### config.mk
export PLATFORM = sky130hd
export DESIGN_NAME = shift_rows_pipe
export DESIGN_NICKNAME = d
export VERILOG_FILES = /design/src/rtl/shift_rows_pipe.sv
export SDC_FILE = /design/constraint.sdc
export NUM_CORES = 1
export LEC_CHECK = 0
export BUFFER_PORTS_ARGS = -buffer_cell sky130_fd_sc_hd__buf_2
export CAP_MARGIN = 10
export CORE_MARGIN = 1.5
export CORE_UTILIZATION = 30
export CTS_CLUSTER_DIAMETER = 60
export DETAILED_ROUTE_END_ITERATION = 7
export MAX_ROUTING_LAYER = met4
export SYNTH_ARGS = -nofsm -noshare
export SYNTH_HDL_FRONTEND = slang
export SYNTH_SLANG_ARGS = --single-unit
### constraint.sdc
create_clock -name clk -period 3.5 [get_ports clk]
set_input_delay 0.7 -clock clk [delete_from_list [all_inputs] [get_ports clk]]
set_output_delay 0.7 -clock clk [all_outputs]
set_load 0.01 [all_outputs]
### src/rtl/shift_rows_pipe.sv
// Registered ShiftRows/InvShiftRows for 4/6/8-column Rijndael state.
// Ports: in_* handshake with mode bit, out_* head of 2-entry buffer, blk_cnt pops.
module shift_rows_pipe #(
  parameter int NB    = 4,
  parameter int CNT_W = 16
) (
  input  logic              clk,
  input  logic              rst_n,
  input  logic              in_valid,
  output logic              in_ready,
  input  logic              in_inv,
  input  logic [32*NB-1:0]  in_data,
  output logic              out_valid,
  input  logic              out_ready,
  output logic              out_inv,
  output logic [32*NB-1:0]  out_data,
  output logic [CNT_W-1:0]  blk_cnt
);

  localparam int W = 32 * NB;

  if (!(NB == 4 || NB == 6 || NB == 8)) begin : g_bad_nb
    $error("shift_rows_pipe: NB must be 4, 6 or 8");
  end

  logic [W-1:0] fwd;
  logic [W-1:0] bwd;
  logic [W-1:0] xf;

  // Pure byte wiring: each output byte picks a fixed source byte.
  // The inverse index adds NB first so it never goes negative.
  for (genvar c = 0; c < NB; c++) begin : g_col
    for (genvar r = 0; r < 4; r++) begin : g_row
      localparam int OFF = (NB == 8 && r >= 2) ? r + 1 : r;
      localparam int FS  = (c + OFF) % NB;
      localparam int IS  = (c + NB - OFF) % NB;
      localparam int DST = W - 1 - 8 * (4 * c + r);
      localparam int SF  = W - 1 - 8 * (4 * FS + r);
      localparam int SI  = W - 1 - 8 * (4 * IS + r);
      assign fwd[DST -: 8] = in_data[SF -: 8];
      assign bwd[DST -: 8] = in_data[SI -: 8];
    end
  end

  assign xf = in_inv ? bwd : fwd;

  logic [W-1:0]     mem_q [2];
  logic [1:0]       minv_q;
  logic             wr_q, wr_d;
  logic             rd_q, rd_d;
  logic [1:0]       cnt_q, cnt_d;
  logic [CNT_W-1:0] blk_q, blk_d;
  logic             push;
  logic             pop;

  // Ready depends only on registered occupancy.
  assign in_ready  = (cnt_q != 2'd2);
  assign out_valid = (cnt_q != 2'd0);
  assign out_data  = mem_q[rd_q];
  assign out_inv   = minv_q[rd_q];
  assign blk_cnt   = blk_q;

  assign push = in_valid & in_ready;
  assign pop  = out_valid & out_ready;

  always_comb begin
    cnt_d = cnt_q;
    wr_d  = wr_q;
    rd_d  = rd_q;
    blk_d = blk_q;
    if (push) wr_d = ~wr_q;
    if (pop) begin
      rd_d  = ~rd_q;
      blk_d = blk_q + {{(CNT_W-1){1'b0}}, 1'b1};
    end
    unique case ({push, pop})
      2'b10:   cnt_d = cnt_q + 2'd1;
      2'b01:   cnt_d = cnt_q - 2'd1;
      default: cnt_d = cnt_q;
    endcase
  end

  always_ff @(posedge clk or negedge rst_n) begin
    if (!rst_n) begin
      cnt_q    <= 2'd0;
      wr_q     <= 1'b0;
      rd_q     <= 1'b0;
      blk_q    <= '0;
      mem_q[0] <= '0;
      mem_q[1] <= '0;
      minv_q   <= 2'b00;
    end else begin
      cnt_q <= cnt_d;
      wr_q  <= wr_d;
      rd_q  <= rd_d;
      blk_q <= blk_d;
      if (push) begin
        mem_q[wr_q]  <= xf;
        minv_q[wr_q] <= in_inv;
      end
    end
  end

endmodule
# Word-level counts from Yosys, hierarchy flattened
# Index checks and enable logic that the tools add are counted.
[totals] wordCells=42 in_bits=133 register_bits=278 out_inout_bits=147
[op_classes] muxes=13 add_sub_neg=3 order_cmp=6 n_eq_ne=3 bitwise=6 n_reduce_logical=4
[op_table] op="$mux W128" n=4
[op_table] op="$bwmux W256" n=1
[op_table] op="$demux W128 S1" n=1
[op_table] op="$mux W120" n=1
[op_table] op="$add A16 B1 Y16 const B" n=1
[op_table] op="$ge A2 B2 Y1 const B" n=2
[op_table] op="$lt A1 B2 Y1 const B" n=2
[op_table] op="$not A1 Y2" n=2
[op_table] op="$pmux W2 S2" n=1
[op_table] op="$reduce_bool A2 Y1" n=2
[op_table] op="$mux W1" n=3
[op_table] op="$add A2 B1 Y2 const B" n=1
[op_table] op="$and A1 B1 Y1" n=2
[op_table] op="$bwmux W2" n=1
[op_table] op="$eq A2 B1 Y1 const B" n=1
[op_table] op="$eq A2 B2 Y1 const B" n=1
[op_table] op="$logic_and A1 B1 Y1" n=2
[op_table] op="$lt A2 B1 Y1 const B" n=1
[op_table] op="$ne A2 B2 Y1 const B" n=1
[op_table] op="$not A1 Y1" n=2
[op_table] op="$sub A2 B1 Y2 const B" n=1
[op_table] op="$demux W1 S1" n=1
[op_table] op="$ge A1 B1 Y1 const B" n=1

# Depth between registers and ports, before layout
# Gate-level depths: netlist of run 1.
[logic_depth] depth_word=6 ltp_mapped=6 depth_no_buf=6

# Least setup slack after synthesis of run 1
# No wires, ideal clock.
[synth_path] kind="register to output" from="reg rd_q" to="out out_data[104]" slack_ns=1.437 arrival_time_ns=1.363 stages_incl_launch_ff=5 required_ns=2.800 n_path_buf=3 cell_sequence="dfrtp_1 clkbuf_1 buf_2 buf_2 mux2_2"
[synth_via] elab_chain_cells=4
[synth_lines] element="start: declaration" line_no="50" source="logic rd_q, rd_d;"
[synth_lines] element="start signal: assignment" line_no="95" source="rd_q <= rd_d;"
[synth_lines] element="$not A1 Y2 (not written as such)" line_no="59" source="assign out_data = mem_q[rd_q];"
[synth_lines] element="$mux W128 (not written as such) (3 in series)" line_no="59"
[synth_lines] element="end: declaration" line_no="16" source="output logic [32*NB-1:0] out_data,"
# Every way passes these cells. The select of a mux whose other input is x is not followed.

# Worst setup path after layout of run 1
[layout_path] from="reg rd_q" to="out out_data[63]"
# Same word-level chain as after synthesis.

==> results.txt, run 1 <==
The critical path startpoint category was a flip-flop. Data on the critical path arrives at its endpoint at 2080 ps. The cell area that synthesis handed to floorplanning was 12700 µm². In this run the remaining antenna-violating nets after routing total 0. The die is 209 µm tall. The width of the chip was 209 µm; the relative slew slack was 0.584. Max-cap check violation count: 0. The measured slew at the worst slew-check pin is 624 ps. The post-CTS setup buffer count is 0, and the final global-route overflow total is 0. Across all register-to-register paths, the minimum setup slack is 1430 ps.

The tools report the final cell utilization of the core as 0.377. The run gives 347 as the number of design-rule violations left by the first detailed-router iteration. IR analysis of the VDD net gives a maximum drop of 472 µV. STA puts the critical path data required time at 2800 ps. The number of antenna diodes in the final layout is 0. The count of cells along the worst register-to-register path is 4. The startpoint identified for the worst register-to-register timing path is cnt_q[0]$_DFFE_PN0P_. At the end of routability-driven placement, the weighted congestion stood at 0.709.

The floorplan step defined a die boundary enclosing 43700 µm². Setup violations remaining at the end of the flow were counted as 0. The overall global routing resource usage was 0.138; the area taken by flip-flops and latches was 6960 µm².

Final-layout fill cell count: 4050. The total design power came out at 15.3 mW. TritonCTS built the clock tree. After clock tree synthesis, the repair step resized 0 gates. The total leakage power was 7.17 nW. The CTS clock-pin slew for the worst setup and hold paths was 60 ps; the area of the multi-input gates was 5370 µm². The run gives 3 as the number of buffers on the longest clock path.

The HPWL after detailed placement is 19000 µm. The register area share after synthesis is 0.546. The critical path is of the reg -> out type. Leaving out fill and tap cells, the most frequent cells in the layout are sky130_fd_sc_hd__dfrtp_1 (277), sky130_fd_sc_hd__buf_2 (277), sky130_fd_sc_hd__mux2_2 (265).

Setup repair after global routing left no endpoint under its margin. The routed design has 29000 µm of wire. The tools report the buffer cell driving the clock tree root as sky130_fd_sc_hd__clkbuf_16. The region available for standard cell placement spans 41900 µm².

The largest driver fanout on the critical path was 75; the port buffer count was 279. The layout cell share with drive strength beyond 1 came out at 0.521. The hold buffer count at CTS was 0.

The count of TritonRoute iterations in the first routing pass came out at 4. The TritonCTS sink count was 278. Counting flops with a built-in enable in the synthesized netlist gives 0. The final period demand of the worst path works out to 2780 ps. The starting density of the core came out at 0.304. The prevailing post-synth register cell is sky130_fd_sc_hd__dfrtp_1. The final number of hold-violating endpoints is 0, and the highest clock frequency the design can meet is 0.360 GHz.

Once placement finished, the instance area stood at 14700 µm². In the routed layout, each cell is associated on average with a via count of 4.59. Pin placement for this block handled 280 I/O pins.

Between clock sinks in the finished design, the worst skew comes to 19.8 ps. For this run, design rule violations remaining after detail routing come to 0. Power spread over the standard cell area amounts to 971 nW/µm². Dividing the detail-routed wire length by the instance count gives 16.8 µm.

In the final design database the tool counted 1296 nets. Capturing point of the worst reg2reg path: mem_q[63]$_DFFE_PN0P_. The number of core rows was 75. The worst hold path class is in -> async. STA classifies the critical path endpoint as a primary output.

The first-pass GRT wire length is 46700 µm. The detailed-route via count is 7903, and the post-synthesis register bit count is 278. At the later pin of the worst-skew pair, clock insertion delay measures 520 ps. The run gives 35 as the total CTS buffers. Adding up every negative setup slack in the final design gives 0 ps. The fraction of synthesis flops using an asynchronous set or reset pin came out at 1.00. The cell count after synthesis came out at 886. The logs give 8609 for the via count of the first global-routing pass and 1021 for the number of nets produced by synthesis.

The final period utilization was 0.793; the count of pins over their slew limit was 0. The finished cells cover 15800 µm². The largest net degree at the start of global routing is 76. The per-instance average area after synthesis is 14.4 µm². The synthesized netlist contains 26 unique library cells. The area growth from synthesis to layout is 24.0%. The flow ran to the end, and the final reports show no timing, DRC or antenna violations.

The H-tree was split into 2 levels. For the worst hold slack after final layout, the log shows 127 ps. Yosys printed 0 warnings.

The number of antenna violations at the first check in global routing was 0.
-- registers in the layout (all words and copies together), names as in the netlist --
| signal | count |
|---|---|
| blk_cnt | 16 |
| cnt_q | 2 |
| minv_q | 2 |
| wr_q | 1 |
| mem_q | 256 |
| rd_q | 1 |
-- area by class of cell --
type                    instances  area share
multi-input cells             538       0.340
inverters                      18     0.00428
flip-flops and latches        278       0.441
clock buffers                  51      0.0657
clock inverters                 8     0.00475
well taps                     539      0.0427
repair buffers                290       0.102
-- cells in the mapped netlist, types with 2 or more instances --
master	number	area share
sky130_fd_sc_hd__buf_4	4	0.0024
sky130_fd_sc_hd__nand4_1	2	0.00098
sky130_fd_sc_hd__xor2_1	6	0.0041
sky130_fd_sc_hd__mux2i_1	32	0.025
sky130_fd_sc_hd__mux2_1	122	0.11
sky130_fd_sc_hd__nand2_1	39	0.011
sky130_fd_sc_hd__buf_6	15	0.013
sky130_fd_sc_hd__clkbuf_1	9	0.0027
sky130_fd_sc_hd__buf_2	24	0.0094
sky130_fd_sc_hd__xnor2_1	14	0.0096
sky130_fd_sc_hd__nor2_1	4	0.0012
sky130_fd_sc_hd__dfrtp_1	278	0.55
sky130_fd_sc_hd__o21ai_0	32	0.013
sky130_fd_sc_hd__or2_2	2	0.00098
sky130_fd_sc_hd__nand3_1	7	0.0027
sky130_fd_sc_hd__and3_1	3	0.0015
sky130_fd_sc_hd__mux2_2	265	0.23
sky130_fd_sc_hd__inv_1	18	0.0053
sky130_fd_sc_hd__nor3_1	2	0.00079
sky130_fd_sc_hd__ha_1	2	0.0020
-- report_power, final --
| part | total [mW] | switching, mW | leakage [nW] | internal [mW] |
|---|---|---|---|---|
| Combinational | 6.32 | 3.02 | 3.32 | 3.30 |
| Sequential | 5.57 | 0.752 | 3.30 | 4.82 |
| Clock | 3.45 | 1.39 | 0.544 | 2.07 |
| Total | 15.3 | 5.16 | 7.17 | 10.2 |
-- cells by family (layout without fill, tap and decap cells) --
logic type      count (synthesis)  count (layout)  synth area share
mux                           419             419             0.367
flops                         278             278             0.546
buf+inv                        70             367            0.0330
simple gates                   64              64            0.0251
compound gates                 33              33            0.0133
xor+xnor                       20              20            0.0137
fa+ha+maj                       2               2           0.00196
-- critical path, cell delays in order, from the launching register on --
cell and delay [ps]:
sky130_fd_sc_hd__dfrtp_4 560, sky130_fd_sc_hd__buf_12 330, sky130_fd_sc_hd__mux2_2 400, sky130_fd_sc_hd__buf_2 140
-- metrics by stage --
step / cells / worst slack, ps
after global placement: 1663 / 1220
after floorplan: 886 / 1440
final: 1722 / 724
after global routing: 1722 / 630
after detailed placement: 1663 / 1210
after CTS: 1722 / 670
-- per-layer routing --
metal  GRT usage  up-vias  wire length [µm]
met5           -        -                 0
met4      0.0475        0               700
li1            -     3691                 -
met2       0.215      193             13400
met1       0.176     3966             13200
met3      0.0350       53              1620
-- worst max path at each step --
stage | start | end | cells past startpoint
after floorplan | rd_q$_DFFE_PN0P_ | out_data[104] | 4
after global placement | in_inv | mem_q[193]$_DFFE_PN0P_ | 4
after detailed placement | in_inv | mem_q[183]$_DFFE_PN0P_ | 4
after CTS | rd_q$_DFFE_PN0P_ | out_data[63] | 3
after global routing | rd_q$_DFFE_PN0P_ | out_data[63] | 3
final | rd_q$_DFFE_PN0P_ | out_data[63] | 3
Note: power is estimated with default switching activity, not from simulation.
==> run 2: changes to the inputs <==
- clock period: 3.5 -> 2.7 ns (I/O delays scaled with it)
==> run 2 against run 1 <==
Net effect:
- die area unchanged
- sequential share of layout area is 0.50 points lower
- first-iteration DRC count shrank 27%
- total power rose by 32%
- clock power rose by 33%
- combinational power up 31%
- worst hold slack improved by 110 ps
- largest power group unchanged
- via count rose by 1.5%
- sequential cell count unchanged
- highest routed layer unchanged
==> results.txt, run 2 (synthesized netlist as in run 1, its figures left out) <==
Number of flip-flops under the largest register name: 256. The run gives 0.146 as the overall global routing resource usage. The run gives 0.409 as the part of the total power dissipated in combinational logic. TritonCTS built the clock tree.

Measured along the x axis, the die boundary spans 209 µm. In the final design database the tool counted 1314 nets. The final period utilization works out to 0.937. The count of pins over their slew limit is 0. IR analysis of the VDD net gives a maximum drop of 604 µV. The run gives 7.28 nW as the total leakage power.

STA classifies the critical path endpoint as a primary output. The via count of the first global-routing pass is 8830. The run finished with clean final reports. At the pin with the least slew margin, the transition time is 541 ps.

Row generation in the floorplan step produced 75 rows. In the layout the commonest cells are sky130_fd_sc_hd__dfrtp_1 (277), sky130_fd_sc_hd__buf_2 (277), sky130_fd_sc_hd__mux2_2 (265). The hold buffer count at CTS came out at 1. For the I/O pin count, the log shows 280.

Summing internal, switching and leakage power gives 20.2 mW. Using the TritonRoute via totals, the vias-per-cell ratio works out to 4.59. The logs give 4 for the number of antenna violations at the first check in global routing and 0 for the number of resized instances in the post-cts repair step. Worst setup skew after layout: 21.7 ps. The logs give 0 for the final number of hold-violating endpoints and 0 for the max-cap check violation count. The worst setup path category was reg -> out. The TritonCTS sink count is 278, and the largest net degree at the start of global routing is 70. At the later pin of the worst-skew pair, clock insertion delay measures 530 ps. The tree is rooted in a sky130_fd_sc_hd__clkbuf_16. The final period demand of the worst path was 2530 ps; the buffer and inverter count on the worst path was 2. The power per cell area is 1260 nW/µm², and the post-CTS setup buffer count is 0. For this design, the slowest cell found on the critical path is sky130_fd_sc_hd__dfrtp_4. After floorplanning, the core was sized to cover 41900 µm².

The kind of cell with the highest combined delay along the critical path is flip-flops. The clock tree synthesis step divided the H-tree into 2 levels. Highest clock frequency the design can meet: 0.395 GHz. Walking the worst path, the cells encountered are buf_12, mux2_2, buf_2.

The hold path startpoint is in_data[60]. The detailed-route via count was 8025; the port buffer count was 279. In the final timing run, aggregate negative setup slack is 0 ps. Switching part of the total: 0.337. The number of buffers on the longest clock path is 3, and the detailed placement HPWL is 20800 µm.

For the worst setup path, the data arrival time is 1990 ps. Summed over all layers, the routed wires come to 30200 µm. The proportion of power drawn by flip-flops and latches came out at 0.364.

The starting density of the core was 0.304. The worst hold path belongs to the class in -> reg. The count of cells along the worst register-to-register path is 5, and the wire length per cell is 17.3 µm. The run gives 0.639 as the relative slew slack. The path with the worst hold slack has its endpoint at mem_q[188]$_DFFE_PN0P_. The layout cell share with drive strength beyond 1 came out at 0.529.

Clock tree synthesis inserted a total of 36 buffers. The first global-routing pass estimated 48900 µm of wire. The largest single stage delay on the critical path is 610 ps.

After detailed routing, the number of remaining DRC violations is 0. The tools report the residual antenna-violating net count after detailed routing as 0. After clock tree synthesis, the clock-pin slew on the worst setup and hold paths is 60 ps. The worst hold path passes through 2 cells. Summed over all nets, the switching power comes to 6.80 mW. The height of the die is 209 µm, and the largest driver fanout on the critical path is 32.

The die covers 43700 µm². For the final-layout fill cell count, the log shows 4008. The largest register by flop count is mem_q. The number of endpoints failing setup at the final stage was 0.

Relative to the synthesized area, the layout overhead comes to 25.4%. The count of TritonRoute iterations in the first routing pass came out at 6. Across all register-to-register paths, the minimum setup slack is 860 ps. The launch instance of the worst register-to-register path was cnt_q[0]$_DFFE_PN0P_. STA classifies the critical path startpoint as a flip-flop. Setup repair after global routing left no endpoint under its margin. For the required time at the worst-slack endpoint, the log shows 2160 ps. The internal power of the cells totals 13.4 mW. The run gives 0 as the final global-route overflow total. The worst register-to-register path ends at mem_q[208]$_DFFE_PN0P_. The clock network power share came out at 0.228. The weighted congestion at the end of routability-driven global placement was 0.751; the number of design-rule violations left by the first detailed-router iteration was 253.
[run 2: cell count changes in the layout (fill, tap and decap cells not counted), sizes merged]
| cell | change |
|---|---|
| clkbuf | +1 |
| clkinv | +4 |
| diode | +5 |
| dlygate4sd3 | +1 |
| buf | +16 |
[run 2: power groups by stage]
stage                     clock network, mW  registers, mW  logic [mW]
after global placement                    0           7.40        8.21
after detailed placement                  0           7.42        8.38
after CTS                              4.79           7.36        8.43
final                                  4.60           7.34        8.25
after global routing                   4.92           7.64        9.01
after floorplan                           0           6.98        5.76
[run 2: through the flow]
step / utilization / setup WS, ps / hold slack, ps / instance area [µm²] / instances
detailed placement: 0.353 / 689 / 470 / 14800 / 1679
global placement: 0.353 / 689 / 462 / 14800 / 1679
finish: 0.381 / 170 / 237 / 16000 / 1749
global route: 0.381 / 86.0 / 216 / 16000 / 1748
CTS: 0.381 / 94.5 / 191 / 16000 / 1744
floorplan: - / 797 / 244 / 12700 / 886
[run 2: layout make-up]
class / instances / area [µm²] / area share
diodes: 5 / 12.5 / 0.000783
clock buffers: 52 / 1070 / 0.0671
clock inverters: 12 / 80.1 / 0.00501
inverters: 18 / 67.6 / 0.00423
multi-input cells: 538 / 5370 / 0.336
flip-flops and latches: 278 / 6960 / 0.436
well taps: 539 / 674 / 0.0422
repair buffers: 307 / 1750 / 0.109
[run 2: worst register-to-register path: cells and delay by family, from the launching register on]
kind / cells / cell delay [ps]
and+or+nand+nor: 3 / 450
DFF: 1 / 440
muxes: 1 / 480
buffers and inverters: 1 / 340
[run 2: routing by layer]
layer,part of all wire,GRT usage
met5,0,-
met4,0.026,0.0535
met3,0.071,0.0428
met2,0.45,0.222
met1,0.45,0.184
[run 2: how the worst max path moves through the flow]
stage	start	slack (ps)	depth (start not counted)	to
global route	rd_q$_DFFE_PN0P_	90	3	out_data[86]
CTS	rd_q$_DFFE_PN0P_	90	3	out_data[84]
finish	rd_q$_DFFE_PN0P_	170	3	out_data[84]
floorplan	rd_q$_DFFE_PN0P_	800	4	out_data[104]
detailed placement	rd_q$_DFFE_PN0P_	690	3	out_data[84]
global placement	rd_q$_DFFE_PN0P_	690	3	out_data[84]
==> run 3: changes to the inputs <==
- ABC_AREA: default -> 0
- CELL_PAD_IN_SITES_DETAIL_PLACEMENT: default -> 1
- CELL_PAD_IN_SITES_GLOBAL_PLACEMENT: default -> 1
- CORE_MARGIN: 1.5 -> 2
- PLACE_DENSITY_LB_ADDON: default -> 0.1
==> run 3 against run 2 <==
Net effect:
- die area up 0.96%
- wire length up 12%
- combinational power is 3.0% higher
- design area rose by 1.6%
- clock-buffer cell count is 6 higher
- clock power rose by 12%
- non-clock buffer count is 6 higher
- first-iteration DRC count fell by 19%
- clock skew down 8.5 ps
- critical path type unchanged
==> results.txt, run 3 (synthesized netlist as in run 1, its figures left out) <==
The run finished with clean final reports. The height of the die works out to 210 µm. The buffer cell driving the clock tree root is sky130_fd_sc_hd__clkbuf_16. Final period utilization: 0.940. The weighted congestion at the end of routability-driven global placement was 0.727; the largest net degree at the start of global routing was 69. The final period demand of the worst path was 2540 ps. Counting the buffers created by CTS gives 38. The worst-skew pair later-pin latency is 530 ps. During placement, the flow inserted port buffers numbering 279.

The layout cell share with drive strength beyond 1 came out at 0.532. Required time at the worst-slack endpoint: 2160 ps. The worst hold path class was in -> async.

For the pin with the worst max-slew slack, the measured transition is 639 ps. The register with the most flip-flops in the layout has 256 of them. The logs give 8844 for the via count of the first global-routing pass and 0.205 for the global routing met1 resource utilization. The I/O pin count came out at 280. Dividing the detail-routed wire length by the instance count gives 19.2 µm. The global-route track usage on met2 was 0.244. The final cell utilization of the core came out at 0.387. Timing would allow up to 0.394 GHz. For the worst setup path, the data arrival time is 2000 ps. For the placeable core region, the log shows 41900 µm². The run gives 33800 µm as the overall routed net length. The detail route stage leaves a number of antenna-violating nets equal to 0. Detailed routing inserted a total of 8126 vias. The logs give 0.0520 for the met3 usage and 0.160 for the overall global routing resource usage. Setup repair after global routing left no endpoint under its margin. The first detailed-routing pass ran for 4 iterations. On the final layout, the worst clock skew is 13.2 ps. Across the run, the number of max-cap violations was 0. For this design the ratio of total power to cell area is 1290 nW/µm². Using the TritonRoute via totals, the vias-per-cell ratio works out to 4.61. Setup violations remaining at the end of the flow were counted as 0.

In this run the critical register-to-register path is launched from cnt_q[0]$_DFFE_PN0P_. Number of design-rule violations left by the first detailed-router iteration: 206. The synthesis-to-layout area growth is 27.4%, and the largest driver fanout on the critical path is 16. For this design, the CTS-stage hold fixing added 0 buffers.

The run gives 0.574 as the relative slew slack. Total negative slack for setup checks: 0 ps. The run gives 1322 as the number of nets in the layout. The top cell types in the final layout, fill and taps aside, are sky130_fd_sc_hd__dfrtp_1 (277), sky130_fd_sc_hd__buf_2 (277), sky130_fd_sc_hd__mux2_2 (265). Clock-pin slew was measured on the worst setup and hold paths at 50 ps. mem_q holds more flip-flops than any other register. The first global-routing pass estimated 52900 µm of wire. The logs give 44100 µm² for the die area and 0 for the final global-route overflow total. The peak ir drop on the vdd network was 546 µV. STA classifies the critical path startpoint as a flip-flop. Summed over all nets, the half-perimeter wirelength after detailed placement is 23400 µm.

The most congested layer reported by global routing is met2. The worst setup path is captured at a primary output. The total leakage power was 7.39 nW; the number of buffers on the longest clock path was 3. The starting density of the core came out at 0.304.

Worst setup path startpoint: rd_q$_DFFE_PN0P_. The floorplan step set the die width to 210 µm. The tools report the number of core rows as 75. For the final number of hold-violating endpoints, the log shows 0.

TritonCTS built the clock tree. For the TritonCTS sink count, the log shows 278. The setup path with the least slack is of type reg -> out. The count of pins over their slew limit was 0.

The total design power is 21.0 mW, and the number of antenna violations at the first check in global routing is 6. The tools report the number of remaining DRC errors as 0. The H-tree generated during clock tree synthesis spans 2 levels.
==> run 3: cell types whose count changed in the layout (fill, tap and decap cells not counted), moves of 2 or more <==
cell	delta
sky130_fd_sc_hd__clkbuf_16	+4
sky130_fd_sc_hd__inv_6	-2
sky130_fd_sc_hd__buf_4	+3
sky130_fd_sc_hd__clkbuf_1	+2
sky130_fd_sc_hd__buf_12	+3
sky130_fd_sc_hd__bufinv_16	+3
sky130_fd_sc_hd__diode_2	+4
sky130_fd_sc_hd__clkinv_2	-3
==> run 3: repair_timing <==
item,4_1_cts,5_1_grt
endpoints found under the setup margin,25,0
buffers inserted,1,0
resized for setup,0,0
==> run 3: critical path, stage by stage, from the launching register on <==
cell,delay [ps]
sky130_fd_sc_hd__dfrtp_4,620
sky130_fd_sc_hd__buf_4,320
sky130_fd_sc_hd__mux2_2,370
sky130_fd_sc_hd__buf_2,140
==> run 3: path summary, 6_finish.rpt <==
kind / cells after the start / to / slack [ps]
setup / recovery: 3 / out_data[6] / 160
hold / removal: 1 / mem_q[218]$_DFFE_PN0P_ / 8
setup reg to reg: 5 / mem_q[177]$_DFFE_PN0P_ / 720
hold reg to reg: 1 / blk_cnt[15]$_DFFE_PN0P_ / 470
max in group asynchronous: 2 / mem_q[144]$_DFFE_PN0P_ / 1990
min in group clk: 2 / mem_q[89]$_DFFE_PN0P_ / 230
==> run 3: layer usage <==
| layer | wire (µm) | vias to the layer above |
|---|---|---|
| met5 | 0 | - |
| met3 | 2190 | 38 |
| met4 | 549 | 0 |
| met1 | 15400 | 4144 |
| li1 | - | 3767 |
| met2 | 15700 | 177 |
==> run 3: where the power goes <==
group | switching [mW] | internal (mW) | leakage, nW
Sequential | 1.06 | 6.25 | 3.30
Clock | 1.87 | 3.29 | 0.642
Combinational | 4.07 | 4.43 | 3.45
==> run 3: stage by stage <==
stage | std cells | setup WS, ps | hold WS [ps] | area, µm²
2_1_floorplan | 886 | 797 | 244 | 12700
3_3_place_gp | 1685 | 600 | 462 | 14900
3_5_place_dp | 1685 | 552 | 466 | 14900
4_1_cts | 1753 | 79.7 | 2.12 | 16200
5_1_grt | 1759 | 41.2 | 24.1 | 16200
6_report | 1762 | 161 | 8.18 | 16200
==> run 3: final cells by class <==
type                       instances  area (µm²)
fill                            4460       25700
sequential                       278        6960
multi-input combinational        538        5370
timing repair buffer             313        1830
clock buffer                      58        1180
tap                              539         674
clock inverter                     9         126
inverter                          18        67.6
antenna                            9        22.5
